===== src/rtl/apb_fifo_pkg.sv =====
// Shared register offsets, bit positions and FSM encoding for the APB byte-FIFO responder.
package apb_fifo_pkg;
  localparam logic [3:0] TXDATA_OFS = 4'h0;
  localparam logic [3:0] CTRL_OFS   = 4'h4;
  localparam logic [3:0] STATUS_OFS = 4'h8;
  localparam logic [3:0] RXDATA_OFS = 4'hC;

  localparam int CTRL_EN_BIT      = 0;
  localparam int CTRL_CLR_BIT     = 1;
  localparam int STATUS_EMPTY_BIT = 6;
  localparam int STATUS_FULL_BIT  = 7;
  localparam int STATUS_COUNT_LSB = 8;

  typedef enum logic {IDLE, ACCESS} state_t;
endpackage


===== src/rtl/apb_fifo_slave_byte_fifo.sv =====
// Circular byte FIFO with synchronous clear; overflowing pushes and underflowing pops are ignored.
module byte_fifo #(
  parameter int DEPTH = 5
) (
  input  logic                       clk,
  input  logic                       rst,
  input  logic                       push,
  input  logic                       pop,
  input  logic                       clr,
  input  logic [7:0]                 din,
  output logic [7:0]                 dout,
  output logic [$clog2(DEPTH+1)-1:0] count,
  output logic                       full,
  output logic                       empty
);
  localparam int CW = $clog2(DEPTH + 1);
  localparam int PW = $clog2(DEPTH);

  logic [7:0]    mem [DEPTH];
  logic [PW-1:0] wptr;
  logic [PW-1:0] rptr;
  logic          push_ok;
  logic          pop_ok;

  assign full    = (count == CW'(DEPTH));
  assign empty   = (count == '0);
  assign push_ok = push && !full;
  assign pop_ok  = pop && !empty;
  assign dout    = mem[rptr];

  function automatic logic [PW-1:0] ptr_next(input logic [PW-1:0] p);
    return (p == PW'(DEPTH - 1)) ? '0 : p + 1'b1;
  endfunction

  always_ff @(posedge clk) begin
    if (rst || clr) begin
      wptr  <= '0;
      rptr  <= '0;
      count <= '0;
    end else begin
      if (push_ok) wptr <= ptr_next(wptr);
      if (pop_ok)  rptr <= ptr_next(rptr);
      case ({push_ok, pop_ok})
        2'b10:   count <= count + 1'b1;
        2'b01:   count <= count - 1'b1;
        default: count <= count;
      endcase
    end
  end

  always_ff @(posedge clk) begin
    if (push_ok) mem[wptr] <= din;
  end
endmodule


===== src/rtl/apb_fifo_slave.sv =====
// APB3/APB4 completer exposing a byte FIFO through TXDATA/CTRL/STATUS/RXDATA with fixed wait states.
module apb_fifo_slave
  import apb_fifo_pkg::*;
#(
  parameter int DATA_WIDTH  = 32,
  parameter int ADDR_WIDTH  = 32,
  parameter int FIFO_DEPTH  = 5,
  parameter int WAIT_STATES = 1
) (
  input  logic                    PCLK,
  input  logic                    PReset,
  input  logic [ADDR_WIDTH-1:0]   PADDR,
  input  logic                    PSELx,
  input  logic                    PENABLE,
  input  logic                    PWRITE,
  input  logic [DATA_WIDTH/8-1:0] PWSTRB,
  input  logic [DATA_WIDTH-1:0]   PWDATA,
  output logic [DATA_WIDTH-1:0]   PRDATA,
  output logic                    PREADY,
  output logic                    PSLVERR
);
  localparam int STRB_W = DATA_WIDTH / 8;
  localparam int CW     = $clog2(FIFO_DEPTH + 1);
  localparam int WW     = (WAIT_STATES > 0) ? $clog2(WAIT_STATES + 1) : 1;

  state_t          state;
  state_t          state_nxt;
  logic [WW-1:0]   wcnt;
  logic [3:0]      addr;
  logic            write;
  logic            strb0;
  logic [7:0]      wbyte;
  logic            en;
  logic            setup;
  logic            ready;
  logic            err;
  logic            commit;
  logic            ok;
  logic            push;
  logic            pop;
  logic            clr;
  logic            ctrl_wr;
  logic [7:0]      fifo_dout;
  logic [CW-1:0]   fifo_count;
  logic            fifo_full;
  logic            fifo_empty;
  logic [DATA_WIDTH-1:0] rdata;
  logic            unused_bits;

  // Only the low address nibble and byte lane 0 carry meaning.
  assign unused_bits = ^{PADDR[ADDR_WIDTH-1:4], PWSTRB[STRB_W-1:1], PWDATA[DATA_WIDTH-1:8]};

  assign setup  = (state == IDLE) && PSELx && !PENABLE;
  assign ready  = (state == ACCESS) && (wcnt == '0);
  assign commit = ready && PSELx && PENABLE;
  assign ok     = commit && !err;

  always_ff @(posedge PCLK) begin
    if (PReset) state <= IDLE;
    else        state <= state_nxt;
  end

  always_comb begin
    state_nxt = state;
    case (state)
      IDLE:    if (setup) state_nxt = ACCESS;
      ACCESS:  if (!PSELx || commit) state_nxt = IDLE;
      default: state_nxt = IDLE;
    endcase
  end

  always_comb begin
    PREADY  = ready;
    PSLVERR = ready && err;
    PRDATA  = (ready && !write && !err) ? rdata : '0;
  end

  always_ff @(posedge PCLK) begin
    if (PReset)                             wcnt <= '0;
    else if (setup)                         wcnt <= WW'(WAIT_STATES);
    else if (state == ACCESS && wcnt != '0) wcnt <= wcnt - 1'b1;
  end

  always_ff @(posedge PCLK) begin
    if (setup) begin
      addr  <= PADDR[3:0];
      write <= PWRITE;
      strb0 <= PWSTRB[0];
      wbyte <= PWDATA[7:0];
    end
  end

  // Errors depend on live FIFO/EN state so full/empty are judged at completion.
  always_comb begin
    err = 1'b0;
    case (addr)
      TXDATA_OFS: err = !write || (strb0 && (fifo_full || !en));
      CTRL_OFS:   err = 1'b0;
      STATUS_OFS: err = write;
      RXDATA_OFS: err = write || fifo_empty || !en;
      default:    err = 1'b1;
    endcase
  end

  always_comb begin
    rdata = '0;
    case (addr)
      CTRL_OFS:   rdata[CTRL_EN_BIT] = en;
      STATUS_OFS: begin
        rdata[STATUS_FULL_BIT]             = fifo_full;
        rdata[STATUS_EMPTY_BIT]            = fifo_empty;
        rdata[STATUS_COUNT_LSB +: CW]      = fifo_count;
      end
      RXDATA_OFS: rdata[7:0] = fifo_dout;
      default:    rdata = '0;
    endcase
  end

  assign push    = ok && write && (addr == TXDATA_OFS) && strb0;
  assign pop     = ok && !write && (addr == RXDATA_OFS);
  assign ctrl_wr = ok && write && (addr == CTRL_OFS) && strb0;
  assign clr     = ctrl_wr && wbyte[CTRL_CLR_BIT];

  always_ff @(posedge PCLK) begin
    if (PReset)       en <= 1'b0;
    else if (ctrl_wr) en <= wbyte[CTRL_EN_BIT];
  end

  byte_fifo #(.DEPTH(FIFO_DEPTH)) u_fifo (
    .clk   (PCLK),
    .rst   (PReset),
    .push  (push),
    .pop   (pop),
    .clr   (clr),
    .din   (wbyte),
    .dout  (fifo_dout),
    .count (fifo_count),
    .full  (fifo_full),
    .empty (fifo_empty)
  );
endmodule

===== config.mk =====
export PLATFORM = sky130hd
export DESIGN_NAME = apb_fifo_slave
export DESIGN_NICKNAME = d
export VERILOG_FILES = /design/src/rtl/apb_fifo_pkg.sv /design/src/rtl/apb_fifo_slave_byte_fifo.sv /design/src/rtl/apb_fifo_slave.sv
export SDC_FILE = /design/constraint.sdc
export NUM_CORES = 1
export LEC_CHECK = 0
export BUFFER_PORTS_ARGS = -buffer_cell sky130_fd_sc_hd__buf_2
export CORE_ASPECT_RATIO = 0.8
export CORE_MARGIN = 1
export CORE_UTILIZATION = 50
export DETAILED_ROUTE_END_ITERATION = 7
export PLACE_DENSITY = 0.8
export SYNTH_ARGS = -nofsm -noshare
export SYNTH_HDL_FRONTEND = slang
export SYNTH_SLANG_ARGS = --single-unit
export TNS_END_PERCENT = 20

===== constraint.sdc =====
create_clock -name PCLK -period 6.6 [get_ports PCLK]
set_input_delay 0.33 -clock PCLK [delete_from_list [all_inputs] [get_ports PCLK]]
set_output_delay 0.33 -clock PCLK [all_outputs]
set_load 0.05 [all_outputs]

# Yosys cells after proc, flatten, opt, wreduce, memory -nomap -nowiden
# Memories as Yosys holds them, arrays and structs flattened. A register that Yosys moved wholly into a read port is not among the register bits.
# Cells that the tools add are included.
# op_classes
muxes	18
reduce_logical	38
eq_ne	8
add_sub_neg	5
bitwise	2
# op_table
cell	count
logical AND 1 bit	21
two-way mux 3 bit	5
two-way mux 11 bit	1
adder 3 x 1 -> 3 bit, second input constant	3
== test 3 bit, second input constant	3
== test 4 bit, second input constant	2
zero test 1 bit	7
logical OR 1 bit	6
two-way mux 1 bit	6
case mux 3 bit (2 select lines)	1
two-way mux 5 bit	1
== test 4 x 3 -> 1 bit, second input constant	1
zero test 4 bit	1
case mux 1 bit (2 select lines)	2
case mux 1 bit (4 select lines)	1
case mux 2 bit (2 select lines)	1
nonzero test 2 bit	2
zero test 3 bit	1
subtractor 3 x 1 -> 3 bit, second input constant	1
== test 2 x 1 -> 1 bit, second input constant	1
== test 2 bit, second input constant	1
inverter 1 bit	2
subtractor 1 bit, second input constant	1
# word_totals
n_memories	1
reg_bits	26
output_inout_bits	34
wordCells	82
ramBits	40
# mem_list
name	depth	width	rd	rd_clocked_by_memory_dff	wr	line	rtl
u_fifo.mem	5	8	1	1	1	apb_fifo_slave_byte_fifo.sv:19	logic [7:0] mem [DEPTH];

# Longest topological paths before layout
# Gate-level depths: netlist of run 1.
# depth
word_depth	13
depth_mapped	11
mapped_depth_nobuf	10

# Modules after synthesis
# A second synthesis of run 1 with hierarchy kept.
# hier_totals
cells_unflattened	219
area_unflattened_um2	3103.0
# modules_own_cells
mod	n_inst	area_each_um2	cells_per_inst
byte_fifo	1	2087.0	129
apb_fifo_slave	1	1016.0	90

# Least setup slack after synthesis of run 1
# Ideal clock, no wire load.
# synth_timing
path_type	reg-to-output
start	reg addr[2]
end	out PRDATA[10]
t_required_ns	6.270
path_slack_ns	3.664
n_path_buf	0
t_arrival_ns	2.606
stages_incl_launch_ff	4
path_cell_list	edfxtp_1 > nor3_2 > nand2_1 > nor4b_1
# synth_via
elab_chain_len	5
elab_cells_between_ends	9
classes_between	eq/ne: 3; mux: 3; reduce/logical: 3
# synth_lines
element	line	rtl
start, declared	apb_fifo_slave.sv:29	logic [3:0] addr;
start signal, assigned	apb_fifo_slave.sv:86	addr <= PADDR[3:0];
== test 4 bit, or another cell as far along	apb_fifo_slave.sv:96	case (addr)
case mux 1 bit (4 select lines)	apb_fifo_slave.sv:96	
zero test 1 bit	apb_fifo_slave.sv:75	PRDATA = (ready && !write && !err) ? rdata : '0;
logical AND 1 bit	apb_fifo_slave.sv:75	
two-way mux 11 bit *	apb_fifo_slave.sv:75	
end, declared	apb_fifo_slave.sv:18	output logic [DATA_WIDTH-1:0] PRDATA,
# Every way passes the cells marked *; elsewhere a longest branch is shown, timed or not.

# Final worst setup path of run 1
# layout_timing
start	reg addr[3]
end	mem u_fifo.mem[4][4] (enable)
# layout_via
elab_chain_len	10
elab_cells_between_ends	13
classes_between	eq/ne: 3; mux: 3; reduce/logical: 7
# layout_lines
element	line	rtl
== test 4 bit, or another cell as far along	apb_fifo_slave.sv:96	
case mux 1 bit (4 select lines)	apb_fifo_slave.sv:96	
zero test 1 bit	apb_fifo_slave.sv:56	assign ok = commit && !err;
logical AND 1 bit	apb_fifo_slave.sv:56	
logical AND 1 bit	apb_fifo_slave.sv:119	assign push = ok && write && (addr == TXDATA_OFS) && strb0;
logical AND 1 bit * (2 in a row)	apb_fifo_slave.sv:119	
logical AND 1 bit *	apb_fifo_slave_byte_fifo.sv:27	assign push_ok = push && !full;
two-way mux 1 bit *	apb_fifo_slave_byte_fifo.sv:52	if (push_ok) mem[wptr] <= din;
two-way mux 1 bit (not written as such) *	apb_fifo_slave_byte_fifo.sv:52	
end, declared	apb_fifo_slave_byte_fifo.sv:19	
# Marks and branches as above.

==> impl_metrics.toml, run 1 <==
[sta]
finalCritPeriodShare = 0.397
hold_violations = 0
relSlewSlack = 0.228
fmaxAchievable_mhz = 381
totalNegativeSetupSlack_ns = 0
rsz0062_at_grt = "no"
worst_slack_ns = 3.98
tightest_slew_ns = 1.16
fin_crit_ns = 2.62
maxSlewViolCount = 0
fin_skew_ns = 0.0118
setup_viol = 0

[logic_synthesis]
syn-cell-area_sq_mm = 0.00309
synth_edf_count = 54
ys.warnings.count = 0
synthDistinctLibCells = 47
synth_area_leaders = "edfxtp_1, dfxtp_1, mux4_2, buf_4, mux2i_1"
syn_inst = 218
ys_seq_elements = 69
ys_async_sr_fraction = 0
synth_top_area_frac = 0.524
seq_area_frac_synth = 0.621
synth_top_cell_by_area = "edfxtp_1"
synth.avg_cell_area_sq_um = 14.2
synth-main-ff-cell = "edfxtp_1"

[die]
die_w_um = 90.0
die_h_um = 72.4
die-area_sq_mm = 0.00651
ios = 107
core_sq_mm = 0.00594
start_util = 0.521
rows = 25

[routing]
drt-initial-drc-count = 90
viasPerCell = 5.31
ant_nets = 0
drtPass1Iterations = 4
vias = 1821
wl_per_cell_um = 15.2
route.detailed.drc = 0
drt-total-wl_um = 5200

[final_layout]
drive_gt1_frac = 0.252
synthToLayoutAreaGrowth_pct = 10.2
n_antenna_cell = 0
nets = 336

[setup_path]
crit_chain = "and3b_1, and2_2, nand3_2, nor4b_2"
cp_slowest_cell = "nor4b_2"
critPathRequiredTime_ns = 6.55
endpoint_kind = "flop"
critical_path_class = "reg2reg"
critPathMaxStageDelay_ns = 1.03
startpoint_type = "flop"
worst-r2r-setup-slack_ns = 3.98
critPathMaxFanout = 10
worst-path-buf-inv = 0
critPathArrivalTime_ns = 2.57
cp_top_family = "simple AND/OR/NAND/NOR gates"

[power_and_ir_drop]
peakVddDrop_v = 0.000136
p_per_area_mw_per_mm2 = 234
p_leak_uw = 0.00119
power_uw = 799

[outcome]
outcome = "completed"

[cts]
cts_tree = "yes"
clkTransAtPathRegs_ns = 0.07
numCtsBuffers = 9
htreeDepth = 3
root_buffer = "clkbuf_8"
insertion_delay_ns = 0.34
cts-hold-fix-buffers = 0
ctsResizeCount = 0
cts.path.max_buffers = 2
cts_sinks = 69
cts_setup_buffers = 0

[placement]
pre_cts_ws_ns = 3.97
hpwlAfterDp_um = 3570
gp_congestion = 0.815
io_buffers = 30

[grt]
grt_use_total = 0.173
antenna_found_initial = 0
grt_max_degree = 15
grt_first_pass_wirelength_um = 8200
grt_pass1_vias = 1688
grt_overflow = 0

[flow_run]
cap_violations = 0

[worst_hold_path]
hold_class = "in2reg"
==> layer usage <==
layer  share of wire  vias up  global-route usage  routed length (um)
met4           0.019        0              0.0771                  99
li1                -      855                   -                   -
met3           0.065       11              0.0556                 340
met1            0.44      879               0.208                2300
met5               0        -                   0                   0
met2            0.47       76               0.290                2460
==> cell type report <==
class | instances | area [sq um]
repair buffers | 34 | 180
fillers | 476 | 2530
flip-flops and latches | 69 | 1920
inverters | 9 | 33.8
clock inverters | 2 | 10.0
well taps | 81 | 101
clock buffers | 14 | 143
multi-input cells | 134 | 1020
==> cells in the mapped netlist, types with 4 or more instances <==
| cell type | n |
|---|---|
| dfxtp_1 | 15 |
| nor4_1 | 7 |
| ha_1 | 5 |
| nand2b_1 | 4 |
| nor3_2 | 4 |
| buf_4 | 21 |
| nand2_1 | 5 |
| nor2_1 | 19 |
| edfxtp_1 | 54 |
| o21ai_0 | 5 |
| a21oi_1 | 9 |
| inv_1 | 9 |
| mux4_2 | 8 |
| mux2i_1 | 9 |
==> placed cells by master, fill, tap and decap left out, types with 2 or more instances in the layout <==
cell / n
clkbuf_8: 9
buf_2: 30
o21ai_0: 5
a21oi_1: 9
buf_4: 4
edfxtp_1: 54
nand2_1: 5
o2111ai_1: 2
mux4_2: 8
xor2_1: 3
clkinv_2: 2
nor3_2: 4
ha_1: 5
conb_1: 21
clkbuf_1: 5
mux2i_1: 9
nand4_1: 3
nor4_1: 7
nor2_1: 19
nand3_1: 3
nand2b_1: 4
nor3_1: 3
inv_1: 9
dfxtp_1: 15
==> per-stage QoR <==
stage,utilization,area [sq um],hold WS (ns),instances
floorplan,-,3170,0.402,238
global placement,0.548,3260,0.476,327
detailed placement,0.548,3260,0.492,327
CTS,0.574,3410,0.147,343
global route,0.574,3410,0.137,343
finish,0.574,3410,0.156,343
==> sequential cells by signal, indices dropped and copies added, names as in the netlist, named ones only <==
name / count
en: 1
addr: 4
write: 1
wbyte: 8
state: 1
u_fifo.count: 3
u_fifo.rptr: 3
wcnt: 1
u_fifo.wptr: 3
u_fifo.mem: 40
strb0: 1
==> logic make-up after synthesis <==
kind of cell | after synthesis | synth area share
flip-flops | 69 | 0.621
XOR/XNOR | 4 | 0.0113
buffers and inverters | 35 | 0.0752
adder cells (fa/ha/maj) | 6 | 0.0267
AO/OA/AOI/OAI | 22 | 0.0445
AND/OR/NAND/NOR | 63 | 0.129
multiplexers | 18 | 0.0910
other | 1 | 0.00121
==> worst paths after layout <==
path                                        start                    endpoint  cells past startpoint
worst min register to register  wcnt$_SDFFE_PP0P_            state$_SDFF_PP0_                      2
worst min-delay path                     PADDR[0]           addr[0]$_DFFE_PP_                      1
worst max register to register  addr[3]$_DFFE_PP_  u_fifo.mem[4][4]$_DFFE_PP_                      4
worst max-delay path            addr[3]$_DFFE_PP_  u_fifo.mem[4][4]$_DFFE_PP_                      4
==> power by group <==
part	switching (uW)	internal (uW)	leakage, uW
sequential	6.10	472	0.000611
combinational	36.8	7.37	0.000498
clock	141	136	0.0000784
Note: power is estimated with default switching activity, not from simulation.
==> run 2: changes to the inputs <==
Settings changed: ABC_AREA from default to 1.
Clock period 6.6 ns to 2.57 ns, I/O delays scaled along.
==> impl_metrics.toml, run 2 <==
[outcome]
outcome = "completed"

[final_layout]
synthToLayoutAreaGrowth_pct = 20.3
fin_area_sq_mm = 0.00377
drive_gt1_frac = 0.242
regMostFlops = "u_fifo.mem"
largest_reg_flops = 40
n_antenna_cell = 0
reg_top3 = "u_fifo.mem (40), wbyte (8), addr (4)"
nFillCells = 448
final_common_cell = "edfxtp_1"
final_cell_mix = "edfxtp_1, nor2_1, buf_2"
final_core_util = 0.631
regArea_sq_mm = 0.00192
layout.cells.non_filler = 437
nets = 430
multiInputGateArea_sq_mm = 0.00100

[placement]
io_buffers = 30
hpwlAfterDp_um = 3870
place_inst = 402
placed_area_sq_mm = 0.00333
gp_congestion = 0.784

[grt]
antenna_found_initial = 0
grt_first_pass_wirelength_um = 9240
grt_max_degree = 18
grt_overflow = 0
grt_use_total = 0.189
grt_pass1_vias = 2062

[flow_run]
cap_violations = 0

[power_and_ir_drop]
power_uw = 2420
peakVddDrop_v = 0.000399
p_leak_uw = 0.00147
p_per_area_mw_per_mm2 = 641

[setup_path]
cp-startpoint = "addr[0]$_DFFE_PP_"
cp_slowest_cell = "edfxtp_1"
critical_path_class = "reg2reg"
worst-r2r-setup-slack_ns = 0.1
r2r_start = "addr[0]$_DFFE_PP_"
critPathArrivalTime_ns = 2.69
critPathRequiredTime_ns = 2.79
endpoint_kind = "flop"
crit_chain = "nor2_4, buf_4, nand2_2, nor2_2, nand2_2, nand2_4, nor2_8, nand4_4, ha_1, inv_1, fa_2, a21oi_2, o21ai_1, xor2_1, nor2_1"
cpMostUsedCell = "nand2_2"
startpoint_type = "flop"
critPathMaxFanout = 7
critPathMaxStageDelay_ns = 0.41

[logic_synthesis]
synth_top_area_frac = 0.517
ys_seq_elements = 69
synth.avg_cell_area_sq_um = 10.8
synth_area_leaders = "edfxtp_1, dfxtp_1, nor2_1, buf_4, o21ai_0"
syn-cell-area_sq_mm = 0.00314
synth_edf_count = 54
syn_inst = 290
synth-main-ff-cell = "edfxtp_1"
yosysMostFrequentCell = "edfxtp_1"
synthDistinctLibCells = 34
synth_commonest_cells = "edfxtp_1, nor2_1, inv_1"
ys_async_sr_fraction = 0
ys.warnings.count = 0
seq_area_frac_synth = 0.613
synth_top_cell_by_area = "edfxtp_1"

[sta]
fin_crit_ns = 2.47
totalNegativeSetupSlack_ns = 0
finalCritPeriodShare = 0.962
setup_viol = 0
hold_violations = 0
fin_skew_ns = 0.00993
maxSlewViolCount = 0
fmaxAchievable_mhz = 404

[cts]
numCtsBuffers = 9
cts.path.max_buffers = 2
insertion_delay_ns = 0.34
cts_sinks = 69
cts_tree = "yes"
htreeDepth = 3
clkTransAtPathRegs_ns = 0.07
root_buffer = "clkbuf_8"

[worst_hold_path]
hold_class = "in2reg"
worstHoldStart = "PSELx"

[die]
die_w_um = 90.5
rows = 25
die_h_um = 72.8
start_util = 0.525
core_sq_mm = 0.00597
ios = 107
die-area_sq_mm = 0.00659

[routing]
route.detailed.drc = 0
drtPass1Iterations = 4
viasPerCell = 5.07
wl_per_cell_um = 13.6
ant_nets = 0
vias = 2217
drt-total-wl_um = 5960
drt-initial-drc-count = 155
==> run 2: kinds of logic (layout without fill, tap and decap cells) <==
kind of cell               count (synthesis)  in the layout  share of synthesized area
and+or+nand+nor                          112            112                      0.176
DFF                                       69             69                      0.613
buffers and inverters                     57            103                     0.0958
AOI/OAI and AO/OA                         43             43                     0.0818
adders and majority gates                  6              6                     0.0263
xor gates and xnor gates                   2              2                    0.00559
other                                      1             21                    0.00120
==> run 2: worst paths after layout <==
path | to | depth (start not counted)
setup reg to reg | u_fifo.count[2]$_SDFFE_PP0P_ | 15
hold reg to reg | wcnt$_SDFFE_PP0P_ | 1
hold / removal | wcnt$_SDFFE_PP0P_ | 3
setup / recovery | u_fifo.count[2]$_SDFFE_PP0P_ | 15
==> run 2: cell type report <==
class | instances | share of cell area
Clock buffer | 9 | 0.0328
Sequential cell | 69 | 0.510
Multi-Input combinational cell | 184 | 0.266
Tap cell | 81 | 0.0269
Inverter | 31 | 0.0309
Clock inverter | 7 | 0.0319
Timing Repair Buffer | 56 | 0.102
==> run 2: metrics by stage <==
stage | setup WS, ns | hold slack, ns
floorplan | 0.166 | 0.201
global placement | 0.196 | 0.305
detailed placement | 0.140 | 0.307
CTS | 0.0469 | 0.0717
global route | -0.0475 | 0.0832
finish | 0.0976 | 0.0923
==> run 2: metal layers <==
metal	track usage	up-vias	share of wire
met5	0	-	0
met2	0.327	84	0.50
met3	0.0458	13	0.057
li1	-	1071	-
met1	0.217	1049	0.42
met4	0.113	0	0.021
==> run 2: repair_timing <==
action                                 in CTS  in global routing
setup endpoints to repair                   0                  1
buffers inserted                            0                  4
endpoints found under the hold margin      16                  0
hold buffers                               15                  0
resized for setup                           0                  6
==> run 2: critical path: cells and delay by family (launching register included) <==
kind	cells	cell delay, ns
compound gates	2	0.22
xor+xnor	1	0.21
fa+ha+maj	2	0.51
buf+inv	2	0.21
flops	1	0.41
simple gates	8	0.79
==> run 2: where the power goes <==
| group | switching (uW) | leakage [uW] | internal (uW) | total, uW |
|---|---|---|---|---|
| Combinational | 107 | 0.000738 | 35.7 | 143 |
| Sequential | 11.3 | 0.000611 | 1210 | 1220 |
| Clock | 403 | 0.000120 | 649 | 1050 |
| Total | 521 | 0.00147 | 1900 | 2420 |
==> run 3: changes to the inputs <==
Settings changed: PLACE_DENSITY 0.8 to 0.81.
==> impl_metrics.toml, run 3 (synthesis gave the netlist of run 2 again) <==
[outcome]
outcome = "completed"

[die]
die-area_sq_mm = 0.00659
rows = 25
die_w_um = 90.5
core_sq_mm = 0.00597
die_h_um = 72.8
ios = 107
start_util = 0.525

[setup_path]
critical_path_class = "reg2out"
rr_worst_depth = 14
endpoint_kind = "output port"
r2r_start = "write$_DFFE_PP_"
worst-r2r-setup-slack_ns = 0.24
critPathArrivalTime_ns = 2.21
critPathRequiredTime_ns = 2.44
rr_endpoint = "u_fifo.count[2]$_SDFFE_PP0P_"
critPathMaxFanout = 7
startpoint_type = "flop"

[cts]
root_buffer = "clkbuf_8"
clkTransAtPathRegs_ns = 0.07
cts.path.max_buffers = 2
insertion_delay_ns = 0.34
htreeDepth = 3
cts_sinks = 69
cts_tree = "yes"
numCtsBuffers = 9

[sta]
fmaxAchievable_mhz = 428
setup_viol = 0
relSlewSlack = 0.641
hold_violations = 0
rsz0062_at_grt = "no"
finalCritPeriodShare = 0.908
fin_skew_ns = 0.00540
fin_crit_ns = 2.33
totalNegativeSetupSlack_ns = 0
maxSlewViolCount = 0
tightest_slew_ns = 0.535

[final_layout]
nets = 431
final_common_cell = "edfxtp_1"
final_cell_mix = "edfxtp_1, nor2_1, buf_2"
regMostFlops = "u_fifo.mem"
reg_top3 = "u_fifo.mem (40), wbyte (8), addr (4)"
nFillCells = 469
multiInputGateArea_sq_mm = 0.00101
largest_reg_flops = 40
n_antenna_cell = 0
drive_gt1_frac = 0.238
fin_area_sq_mm = 0.00372
synthToLayoutAreaGrowth_pct = 18.7
regArea_sq_mm = 0.00192

[routing]
wl_per_cell_um = 13.5
drt-initial-drc-count = 151
ant_nets = 0
route.detailed.drc = 0
drtPass1Iterations = 5
viasPerCell = 5.09
drt-total-wl_um = 5920
vias = 2230

[placement]
hpwlAfterDp_um = 3870
placed_area_sq_mm = 0.00333
io_buffers = 30
gp_congestion = 0.778

[worst_hold_path]
worstHoldStart = "PSELx"
hold_class = "in2reg"
hold-path-cell-count = 3
worstHoldEndpoint = "state$_SDFF_PP0_"

[power_and_ir_drop]
power_uw = 2180
p_leak_uw = 0.00145
p_per_area_mw_per_mm2 = 586
peakVddDrop_v = 0.000464

[grt]
grt_use_total = 0.185
grt_pass1_vias = 1974
grt_max_degree = 18
antenna_found_initial = 0
grt_first_pass_wirelength_um = 9060
grt_overflow = 0

[flow_run]
cap_violations = 0
run 3: per-layer routing:
layer | track usage | part of all wire | vias up
li1 | - | - | 1076
met1 | 0.209 | 0.41 | 1024
met2 | 0.317 | 0.50 | 111
met3 | 0.0688 | 0.071 | 19
met4 | 0.0860 | 0.027 | 0
met5 | 0 | 0 | -
run 3: worst max-delay path by stage:
stage	cells after the start	endpoint	slack [ns]	startpoint
finish	9	PRDATA[1]	0.24	write$_DFFE_PP_
global route	14	u_fifo.count[2]$_SDFFE_PP0P_	0.01	addr[0]$_DFFE_PP_
CTS	14	u_fifo.count[2]$_SDFFE_PP0P_	0.12	addr[1]$_DFFE_PP_
detailed placement	14	u_fifo.count[2]$_SDFFE_PP0P_	0.15	addr[1]$_DFFE_PP_
global placement	14	u_fifo.count[2]$_SDFFE_PP0P_	0.20	addr[1]$_DFFE_PP_
floorplan	7	u_fifo.mem[1][0]$_DFFE_PP_	0.17	addr[1]$_DFFE_PP_
run 3: timing repair:
item | 4_1_cts | 5_1_grt
gates resized for setup | 0 | 8
endpoints found under the setup margin | 0 | 2
endpoints found under the hold margin | 16 | 0
setup buffers | 0 | 5
hold buffers | 15 | 0
run 3: area by class of cell:
| cell class | instances | share of cell area |
|---|---|---|
| inverter | 31 | 0.0313 |
| timing repair buffer | 57 | 0.105 |
| clock inverter | 6 | 0.0145 |
| multi-input combinational | 184 | 0.271 |
| tap | 81 | 0.0272 |
| sequential | 69 | 0.517 |
| clock buffer | 10 | 0.0343 |
run 3: per-stage QoR:
step                std cells  utilization  setup slack, ns  hold WS, ns
floorplan                 310            -            0.166        0.201
global placement          402        0.557            0.196        0.305
detailed placement        402        0.557            0.152        0.307
CTS                       433        0.613            0.118       0.0525
global route              438        0.623           0.0138       0.0605
finish                    438        0.623            0.235       0.0646
run 3: critical path: stages, from the launching register on:
cell and delay, ns:
edfxtp_1 0.42, inv_2 0.14, nand3_1 0.09, nand2_1 0.07, nand2_2 0.09, nor2_8 0.19, buf_4 0.14, nand4_1 0.25
nor2_1 0.18, buf_2 0.28
run 3: report_power, final:
part           switching, uW  internal [uW]
Clock                    375            438
Sequential              11.1           1210
Combinational            107           37.0
Total                    493           1690
